File: config.mk
export PLATFORM = sky130hd
export DESIGN_NAME = intpol2_d4_ctrl_flat
export DESIGN_NICKNAME = d
export VERILOG_FILES = /design/src/rtl/intpol2_d4_ctrl_if.sv /design/src/rtl/intpol2_d4_ctrl.sv /design/src/flat_wrapper.sv
export SDC_FILE = /design/constraint.sdc
export NUM_CORES = 1
export LEC_CHECK = 0
export ABC_CLOCK_PERIOD_IN_PS = 2130
export CAP_MARGIN = 30
export CORE_AREA = 2 2 87 89
export CTS_CLUSTER_DIAMETER = 150
export CTS_CLUSTER_SIZE = 25
export DETAILED_ROUTE_END_ITERATION = 10
export DIE_AREA = 0 0 89 91
export PLACE_DENSITY = 0.73
export SLEW_MARGIN = 20
export SYNTH_ARGS = -nofsm -noshare
export SYNTH_HDL_FRONTEND = slang
export SYNTH_SLANG_ARGS = --single-unit
File: constraint.sdc
create_clock -name clk -period 2.13 [get_ports clk]
set_input_delay 0.213 -clock clk [delete_from_list [all_inputs] [get_ports clk]]
set_output_delay 0.213 -clock clk [all_outputs]
set_load 0.05 [all_outputs]
File: src/rtl/intpol2_d4_ctrl_if.sv
// Stream handshake bundle between the intpol2_d4 controller and its neighbours.
// The controller takes the slave side and the environment takes the master side.
interface intpol2_d4_ctrl_if;
  logic in_valid;
  logic in_ready;
  logic out_valid;
  logic out_ready;

  modport master (output in_valid, output out_ready, input in_ready, input out_valid);
  modport slave  (input in_valid, input out_ready, output in_ready, output out_valid);
endinterface

File: src/rtl/intpol2_d4_ctrl.sv
// Sequencing FSM for the intpol2_D4 quadratic-interpolation datapath.
// It loads a 3-sample window, emits interp_factor outputs, then slides the window.
module intpol2_d4_ctrl #(
  parameter int CNT_WIDTH = 8,
  parameter int LEN_WIDTH = 16
) (
  input  logic                 clk,
  input  logic                 rstn,
  input  logic                 start,
  input  logic [CNT_WIDTH-1:0] interp_factor,
  input  logic [LEN_WIDTH-1:0] num_samples,
  intpol2_d4_ctrl_if.slave     stream,
  output logic                 busy,
  output logic                 done,
  output logic                 clear,
  output logic                 Ld_M0,
  output logic                 Ld_M1,
  output logic                 Ld_M2,
  output logic                 en_stream,
  output logic                 op_1,
  output logic                 en_sum,
  output logic [1:0]           sel_xi2,
  output logic                 sel_mult,
  output logic                 Ld_p1_xi,
  output logic                 Ld_data
);

  typedef enum logic [3:0] {
    S_IDLE, S_LOAD0, S_LOAD1, S_LOAD2, S_COEF,
    S_MUL1, S_MUL2, S_OUT, S_SHIFT, S_DONE
  } state_t;

  state_t               r_state;
  state_t               w_next;
  logic [CNT_WIDTH-1:0] r_i;
  logic [CNT_WIDTH-1:0] r_factor;
  logic [LEN_WIDTH-1:0] r_consumed;
  logic [LEN_WIDTH-1:0] r_num;
  logic                 w_last;
  logic                 w_run_ok;
  logic                 w_take;

  assign w_last   = (r_i == r_factor - CNT_WIDTH'(1));
  assign w_run_ok = (num_samples >= LEN_WIDTH'(3));
  assign w_take   = Ld_M0 | Ld_M1 | Ld_M2 | en_stream;

  // NOTE: sequential state is updated with non-blocking assignments only, so every
  // always_ff reads the pre-edge values of the others regardless of evaluation order.
  always_ff @(posedge clk or negedge rstn) begin
    if (!rstn) r_state <= S_IDLE;
    else       r_state <= w_next;
  end

  always_ff @(posedge clk or negedge rstn) begin
    if (!rstn) begin
      r_i        <= '0;
      r_factor   <= '0;
      r_consumed <= '0;
      r_num      <= '0;
    end else begin
      if (r_state == S_IDLE && start) begin
        r_num      <= num_samples;
        r_factor   <= (interp_factor == '0) ? CNT_WIDTH'(1) : interp_factor;
        r_consumed <= '0;
        r_i        <= '0;
      end
      if (w_take) r_consumed <= r_consumed + LEN_WIDTH'(1);
      // i restarts for every window and stops at factor-1.
      if (r_state == S_COEF)      r_i <= '0;
      else if (en_sum && !w_last) r_i <= r_i + CNT_WIDTH'(1);
    end
  end

  // NOTE: every output and the next state get a default first, so no path through
  // the case statement can leave one unassigned and infer a latch.
  always_comb begin
    w_next          = r_state;
    stream.in_ready = 1'b0;
    stream.out_valid = 1'b0;
    busy            = (r_state != S_IDLE);
    done            = 1'b0;
    clear           = 1'b0;
    Ld_M0           = 1'b0;
    Ld_M1           = 1'b0;
    Ld_M2           = 1'b0;
    en_stream       = 1'b0;
    op_1            = 1'b0;
    en_sum          = 1'b0;
    sel_xi2         = 2'b00;
    sel_mult        = 1'b0;
    Ld_p1_xi        = 1'b0;
    Ld_data         = 1'b0;

    if (r_state == S_MUL1 || r_state == S_MUL2 || r_state == S_OUT) begin
      if (r_i == '0)                 sel_xi2 = 2'b00;
      else if (r_i == CNT_WIDTH'(1)) sel_xi2 = 2'b01;
      else                           sel_xi2 = 2'b10;
    end

    case (r_state)
      S_IDLE: begin
        if (start) w_next = w_run_ok ? S_LOAD0 : S_DONE;
      end
      S_LOAD0: begin
        stream.in_ready = 1'b1;
        if (stream.in_valid) begin
          Ld_M0  = 1'b1;
          w_next = S_LOAD1;
        end
      end
      S_LOAD1: begin
        stream.in_ready = 1'b1;
        if (stream.in_valid) begin
          Ld_M1  = 1'b1;
          w_next = S_LOAD2;
        end
      end
      S_LOAD2: begin
        stream.in_ready = 1'b1;
        if (stream.in_valid) begin
          Ld_M2  = 1'b1;
          w_next = S_COEF;
        end
      end
      S_COEF: begin
        op_1   = 1'b1;
        clear  = 1'b1;
        w_next = S_MUL1;
      end
      S_MUL1: begin
        Ld_p1_xi = 1'b1;
        w_next   = S_MUL2;
      end
      S_MUL2: begin
        sel_mult = 1'b1;
        Ld_data  = 1'b1;
        w_next   = S_OUT;
      end
      S_OUT: begin
        stream.out_valid = 1'b1;
        sel_mult         = 1'b1;
        if (stream.out_ready) begin
          en_sum = 1'b1;
          if (w_last) w_next = (r_consumed == r_num) ? S_DONE : S_SHIFT;
          else        w_next = S_MUL1;
        end
      end
      S_SHIFT: begin
        stream.in_ready = 1'b1;
        if (stream.in_valid) begin
          en_stream = 1'b1;
          w_next    = S_COEF;
        end
      end
      S_DONE: begin
        done   = 1'b1;
        w_next = S_IDLE;
      end
      default: w_next = S_IDLE;
    endcase
  end

endmodule

File: src/flat_wrapper.sv
// flat-port wrapper written by rule: the top's interface ports become plain ports
module intpol2_d4_ctrl_flat 
#(
  parameter int CNT_WIDTH = 8,
  parameter int LEN_WIDTH = 16
)
  (clk, rstn, start, interp_factor, num_samples, busy, done, clear, Ld_M0, Ld_M1, Ld_M2, en_stream, op_1, en_sum, sel_xi2, sel_mult, Ld_p1_xi, Ld_data, stream_in_valid, stream_out_ready, stream_in_ready, stream_out_valid);
  intpol2_d4_ctrl_if stream_i ();
  input  logic clk;
  input  logic rstn;
  input  logic start;
  input  logic [CNT_WIDTH-1:0] interp_factor;
  input  logic [LEN_WIDTH-1:0] num_samples;
  output logic busy;
  output logic done;
  output logic clear;
  output logic Ld_M0;
  output logic Ld_M1;
  output logic Ld_M2;
  output logic en_stream;
  output logic op_1;
  output logic en_sum;
  output logic [1:0] sel_xi2;
  output logic sel_mult;
  output logic Ld_p1_xi;
  output logic Ld_data;
  input wire logic [$bits(stream_i.in_valid)-1:0] stream_in_valid;
  input wire logic [$bits(stream_i.out_ready)-1:0] stream_out_ready;
  output wire logic [$bits(stream_i.in_ready)-1:0] stream_in_ready;
  output wire logic [$bits(stream_i.out_valid)-1:0] stream_out_valid;
  assign stream_i.in_valid = stream_in_valid;
  assign stream_i.out_ready = stream_out_ready;
  assign stream_in_ready = stream_i.in_ready;
  assign stream_out_valid = stream_i.out_valid;
  intpol2_d4_ctrl #(.CNT_WIDTH(CNT_WIDTH), .LEN_WIDTH(LEN_WIDTH)) u_core (.clk(clk), .rstn(rstn), .start(start), .interp_factor(interp_factor), .num_samples(num_samples), .stream(stream_i), .busy(busy), .done(done), .clear(clear), .Ld_M0(Ld_M0), .Ld_M1(Ld_M1), .Ld_M2(Ld_M2), .en_stream(en_stream), .op_1(op_1), .en_sum(en_sum), .sel_xi2(sel_xi2), .sel_mult(sel_mult), .Ld_p1_xi(Ld_p1_xi), .Ld_data(Ld_data));
endmodule
## Word-level counts from Yosys, hierarchy flattened

Cells that the tools add are included.

- Flip-flop bits (word level): 52
- Output and inout bits: 16

- Add/subtract/negate cells: 3
- $lt $le $gt $ge: 1
- Eq/ne operators: 17
- Multiplexer cells: 32
- Bitwise gates (word level): 3
- Reduce and logical (&&, ||, !) cells: 15

Operators with widths:

| operator | count |
|---|---|
| $mux W16 | 2 |
| $mux W8 | 4 |
| $pmux W4 S8 | 1 |
| $mux W4 | 7 |
| $add A16 B1 Y16 const B | 1 |
| $eq A16 B16 Y1 | 1 |
| $eq A4 B3 Y1 const B | 4 |
| $ge A16 B2 Y1 const B | 1 |
| $logic_not A8 Y1 | 2 |
| $mux W1 | 15 |
| $add A8 B1 Y8 const B | 1 |
| $eq A4 B2 Y1 const B | 2 |
| $eq A4 B4 Y1 const B | 2 |
| $eq A8 B1 Y1 const B | 1 |
| $eq A8 B8 Y1 | 1 |
| $ne A2 B2 Y1 const B | 4 |
| $sub A8 B1 Y8 const B | 1 |
| $mux W2 | 3 |
| $reduce_and A5 Y1 | 1 |
| $eq A4 B1 Y1 const B | 1 |
| $logic_not A4 Y1 | 1 |
| $reduce_bool A4 Y1 | 1 |
| $reduce_or A2 Y1 | 2 |
| $reduce_or A4 Y1 | 1 |
| other kinds (7) | 11 |

## Depth between registers and ports, before layout

- Word-level depth: 6
- Mapped depth: 8
- Gate-level depth less buffers: 8

## Worst setup path before layout

Ideal clock, no wire load.

- Path kind: register to register
- From: register u_core.r_state[2]
- To: register u_core.r_i[0]
- Setup time: 0.125 ns
- Data arrival time: 2.607 ns
- Required time: 2.005 ns
- Path slack: -0.602 ns
- Cell stages (with the launch flop): 9
- Buffers on the path: 2
- Cells stage by stage: dfrtp_1 > buf_2 > nand2b_1 > buf_2 > nor2_1 > nand2_1 > inv_1 > a21oi_4 > mux2_2

- Cells in the longest elaborated chain, start to end: 5
- Elaborated cells between the ends (all ways): 9
- Those cells by class: 2 x eq/ne; 3 x mux; 4 x reduce/logical

Ends and longest elaborated chain:

| what | line | text |
|---|---|---|
| start: declaration | intpol2_d4_ctrl.sv:33 | `state_t r_state;` |
| start signal: assignment | intpol2_d4_ctrl.sv:51 | `else r_state <= w_next;` |
| $eq A4 B3 Y1 * | intpol2_d4_ctrl.sv:100 | `case (r_state)` |
| $mux W1 * | intpol2_d4_ctrl.sv:100 |  |
| named net en_sum | flat_wrapper.sv:22 | `output logic en_sum;` |
| $logic_and A1 B1 Y1 * | intpol2_d4_ctrl.sv:70 | `else if (en_sum && !w_last) r_i <= r_i + CNT_WIDTH'(1);` |
| $mux W8 | intpol2_d4_ctrl.sv:70 |  |
| $mux W8 | intpol2_d4_ctrl.sv:69 | `if (r_state == S_COEF) r_i <= '0;` |
| end signal: assignment | intpol2_d4_ctrl.sv:70 |  |
| end: declaration | intpol2_d4_ctrl.sv:35 | `logic [CNT_WIDTH-1:0] r_i;` |

The timed path passes the listed nets; every way through them passes the cells marked *.
A chain may end at the register's enable or synchronous reset.

## Worst setup path in the final report

- From: register u_core.r_factor[2]
- To: register u_core.r_i[0]

- Cells in the longest elaborated chain, start to end: 6
- Elaborated cells between the ends (all ways): 7
- Those cells by class: 1 x add/sub; 1 x eq/ne; 2 x mux; 3 x reduce/logical

Ends and longest elaborated chain:

| what | line | text |
|---|---|---|
| start: declaration | intpol2_d4_ctrl.sv:36 | `logic [CNT_WIDTH-1:0] r_factor;` |
| start signal: assignment | intpol2_d4_ctrl.sv:63 | `r_factor <= (interp_factor == '0) ? CNT_WIDTH'(1) : interp_factor;` |
| $sub A8 B1 Y8 * | intpol2_d4_ctrl.sv:43 | `assign w_last = (r_i == r_factor - CNT_WIDTH'(1));` |
| $eq A8 B8 Y1 * | intpol2_d4_ctrl.sv:43 |  |
| $logic_not A1 Y1 * | intpol2_d4_ctrl.sv:70 |  |
| $logic_and A1 B1 Y1 * | intpol2_d4_ctrl.sv:70 |  |
| $mux W8 | intpol2_d4_ctrl.sv:70 |  |
| $mux W8 | intpol2_d4_ctrl.sv:69 |  |

Every way passes the cells marked *; elsewhere a longest branch is shown, timed or not.

==> results_dict.tcl <==
set metrics [dict create \
    relSlewSlack_pct 63.5 \
    area_growth_pct 27.6 \
    path_delay_family "compound AO/OA/AOI/OAI gates" \
    wl_mm 6.73 \
    outcome "completed" \
    path_buf_inv 0 \
    syn_area_per_cell_um2 9.65 \
    start_kind "flip-flop" \
    antennaDiodeCount 0 \
    yosysUniqueCellTypes 50 \
    clk_path_buf_depth 2 \
    worst_setup_path_end_kind "flip-flop" \
    detail-route-antenna-nets 0 \
    max_freq_mhz 486 \
    dp_slack_ns 0.0116 \
    cp_slowest_cell "dfrtp_1" \
    grtUsageTotal_pct 17.6 \
    synth.net_count 357 \
    netlist_area_mm2 0.00312 \
    grt_pass1_vias 2505 \
    cts_made_buffers 5 \
    setup_ws_ns 0.0740 \
    yosys-top-cells-area "dfrtp_1, mux2_2, xnor2_1" \
    crit_chain "nor2_1 > nand3b_1 > xnor2_1 > a2111oi_4 > o21a_4 > nor2_4 > mux2_2" \
    num_io_pins 45 \
    stdcell_count 474 \
    yosys-top-cells-count "dfrtp_1, nand2_1, nor2_1" \
    final_nets 409 \
    worstPathRequired_ns 2.32 \
    fill_cells 641 \
    multiInputGateArea_mm2 0.00174 \
    cap_viol_max_count 0 \
    slew_viol_final 0 \
    yosys_warnings 0 \
    cts_sinks 52 \
    grt_max_degree 37 \
    drc 0 \
    portBuffers 44 \
    drt_iter0_drc 105 \
    yosysMostFrequentCell "dfrtp_1" \
    dieArea_mm2 0.00810 \
    path_clk_slew_ns 0.10 \
    core-area_mm2 0.00714 \
    path_depth 7 \
    p_leak_nw 1.65 \
    rows 31 \
    synthCells 323 \
    layout-drive-gt1-share_pct 22.9 \
    r2r_end "u_core.r_i[0]" \
    hold_violations 0 \
    cp_max_fo 7 \
    clk_latency_ns 0.30 \
    power.density_mw_per_mm2 1150 \
    synth_top_flop_cell "dfrtp_1" \
    synthArstFlopShare_pct 100 \
    die_y_um 91 \
    hold_slack_ns 0.427 \
    wl_per_cell_um 14.2 \
    firstDrtPassIters 4 \
    antenna_found_initial 0 \
    routabilityCongestion 0.851 \
    cts_root_buffer "clkbuf_8" \
    ir_drop_v 0.000615 \
    htree_num_levels 2 \
    skew_ns 0.00627 \
    arrival_ns 2.25 \
    slowest_delay_ns 0.51 \
    regArea_mm2 0.00131 \
    gr-total-overflow 0 \
    r2r_cells 7 \
    period_share_pct 96.5 \
    grt_pass1_wl_mm 11.5 \
    synth.yosys.seq_area_share_pct 41.7 \
    fp.dieW_um 89 \
    worstReg2RegStart "u_core.r_factor[2]" \
    synth_edf_count 0 \
    post-place-cells 465 \
    cp-startpoint "u_core.r_factor[2]" \
    num_vias 2505 \
    hold_path.class "input port to async pin" \
    finalSetupViolCount 0 \
    synth_top_cell_by_area "dfrtp_1" \
    tightest_slew_ns 0.548 \
    setup.worst_path.class "flip-flop to flip-flop" \
    synth_seq_cells 52 \
    via_per_inst 5.28 \
    period_minus_slack_ns 2.06 \
    floorplan.initialDensity_pct 43.7 \
    rrSetupSlack_ns 0.07 \
    endpoint "u_core.r_i[0]" \
    hpwlAfterDp_mm 5.13 \
    tritoncts "yes" \
    synth_top_area_share_pct 41.7 \
]
-- cells in the final DEF, fill, tap and decap left out, types with 3 or more instances in the layout --
cell type / n
nor3_1: 3
dfrtp_2: 4
o21ai_0: 15
o31ai_1: 3
xnor2_1: 24
a211oi_1: 3
nand4_1: 7
mux2i_1: 6
clkdlybuf4s50_1: 27
dfrtp_1: 48
ha_1: 4
and3_1: 9
buf_12: 13
clkbuf_8: 5
mux2_2: 24
o211ai_1: 4
xor2_1: 7
a21oi_1: 5
nand2_1: 29
a21o_1: 3
nand3_1: 20
or3_1: 3
nor4_1: 6
buf_4: 18
nor2_1: 25
inv_1: 12
o22ai_1: 4
nand2b_1: 8
-- cell families after synthesis --
| logic type | share of synthesized area, % |
|---|---|
| multiplexers | 10.6 |
| XOR/XNOR | 9.23 |
| buffers and inverters | 4.17 |
| adder cells (fa/ha/maj) | 2.01 |
| AND/OR/NAND/NOR | 20.3 |
| AO/OA/AOI/OAI | 12.0 |
| flip-flops | 41.7 |
-- per-layer routing --
metal  track usage, %  part of all wire (%)
met2             28.8                    50
met4             4.10                  0.91
met5                0                     0
met1             24.2                    45
met3             3.00                   3.8
-- final cells by class --
cell class	count	area share, %
Multi-Input combinational cell	243	43.7
Sequential cell	52	32.8
Timing Repair Buffer	60	17.1
Tap cell	99	3.11
Clock buffer	6	1.82
Inverter	13	1.32
Clock inverter	1	0.126
-- per-stage QoR --
| step | total power, W | cell area (µm²) | utilization [%] | setup TNS (ns) |
|---|---|---|---|---|
| final | 0.00456 | 3980 | 55.8 | 0 |
| after global routing | 0.00489 | 3980 | 55.8 | -0.119 |
| after CTS | 0.00453 | 3950 | 55.3 | 0 |
| after detailed placement | 0.00397 | 3840 | 53.8 | 0 |
| after global placement | 0.00391 | 3840 | 53.8 | 0 |
| after floorplan | 0.00325 | 3140 | - | 0 |
-- sequential cells by signal (all words and copies together), names as in the netlist --
register           cells
u_core.r_num          16
u_core.r_factor        8
u_core.r_consumed     16
u_core.r_state         4
u_core.r_i             8
-- worst min path at each step --
| stage | depth (start not counted) | slack [ns] | endpoint | startpoint |
|---|---|---|---|---|
| after detailed placement | 1 | 0.23 | u_core.r_i[1] | rstn |
| after global routing | 2 | 0.49 | u_core.r_i[1] | rstn |
| after CTS | 2 | 0.45 | u_core.r_i[1] | rstn |
| after global placement | 1 | 0.23 | u_core.r_i[3] | rstn |
| final | 2 | 0.43 | u_core.r_i[1] | rstn |
| after floorplan | 0 | -0.08 | u_core.r_consumed[0] | rstn |
-- report_power, final --
group,total [W],internal [W],leakage (nW),switching [W]
logic,0.00235,0.00114,0.950,0.00121
registers,0.00168,0.00130,0.659,0.000375
clock network,0.000543,0.000225,0.0410,0.000318
-- what timing repair did --
item,in CTS,in global routing
pin swaps,0,4
hold buffers,1,0
gates resized for setup,1,9
setup buffers,1,0
endpoints found under the setup margin,2,11
hold endpoints to repair,22,0
(Power assumes the default switching activity.)
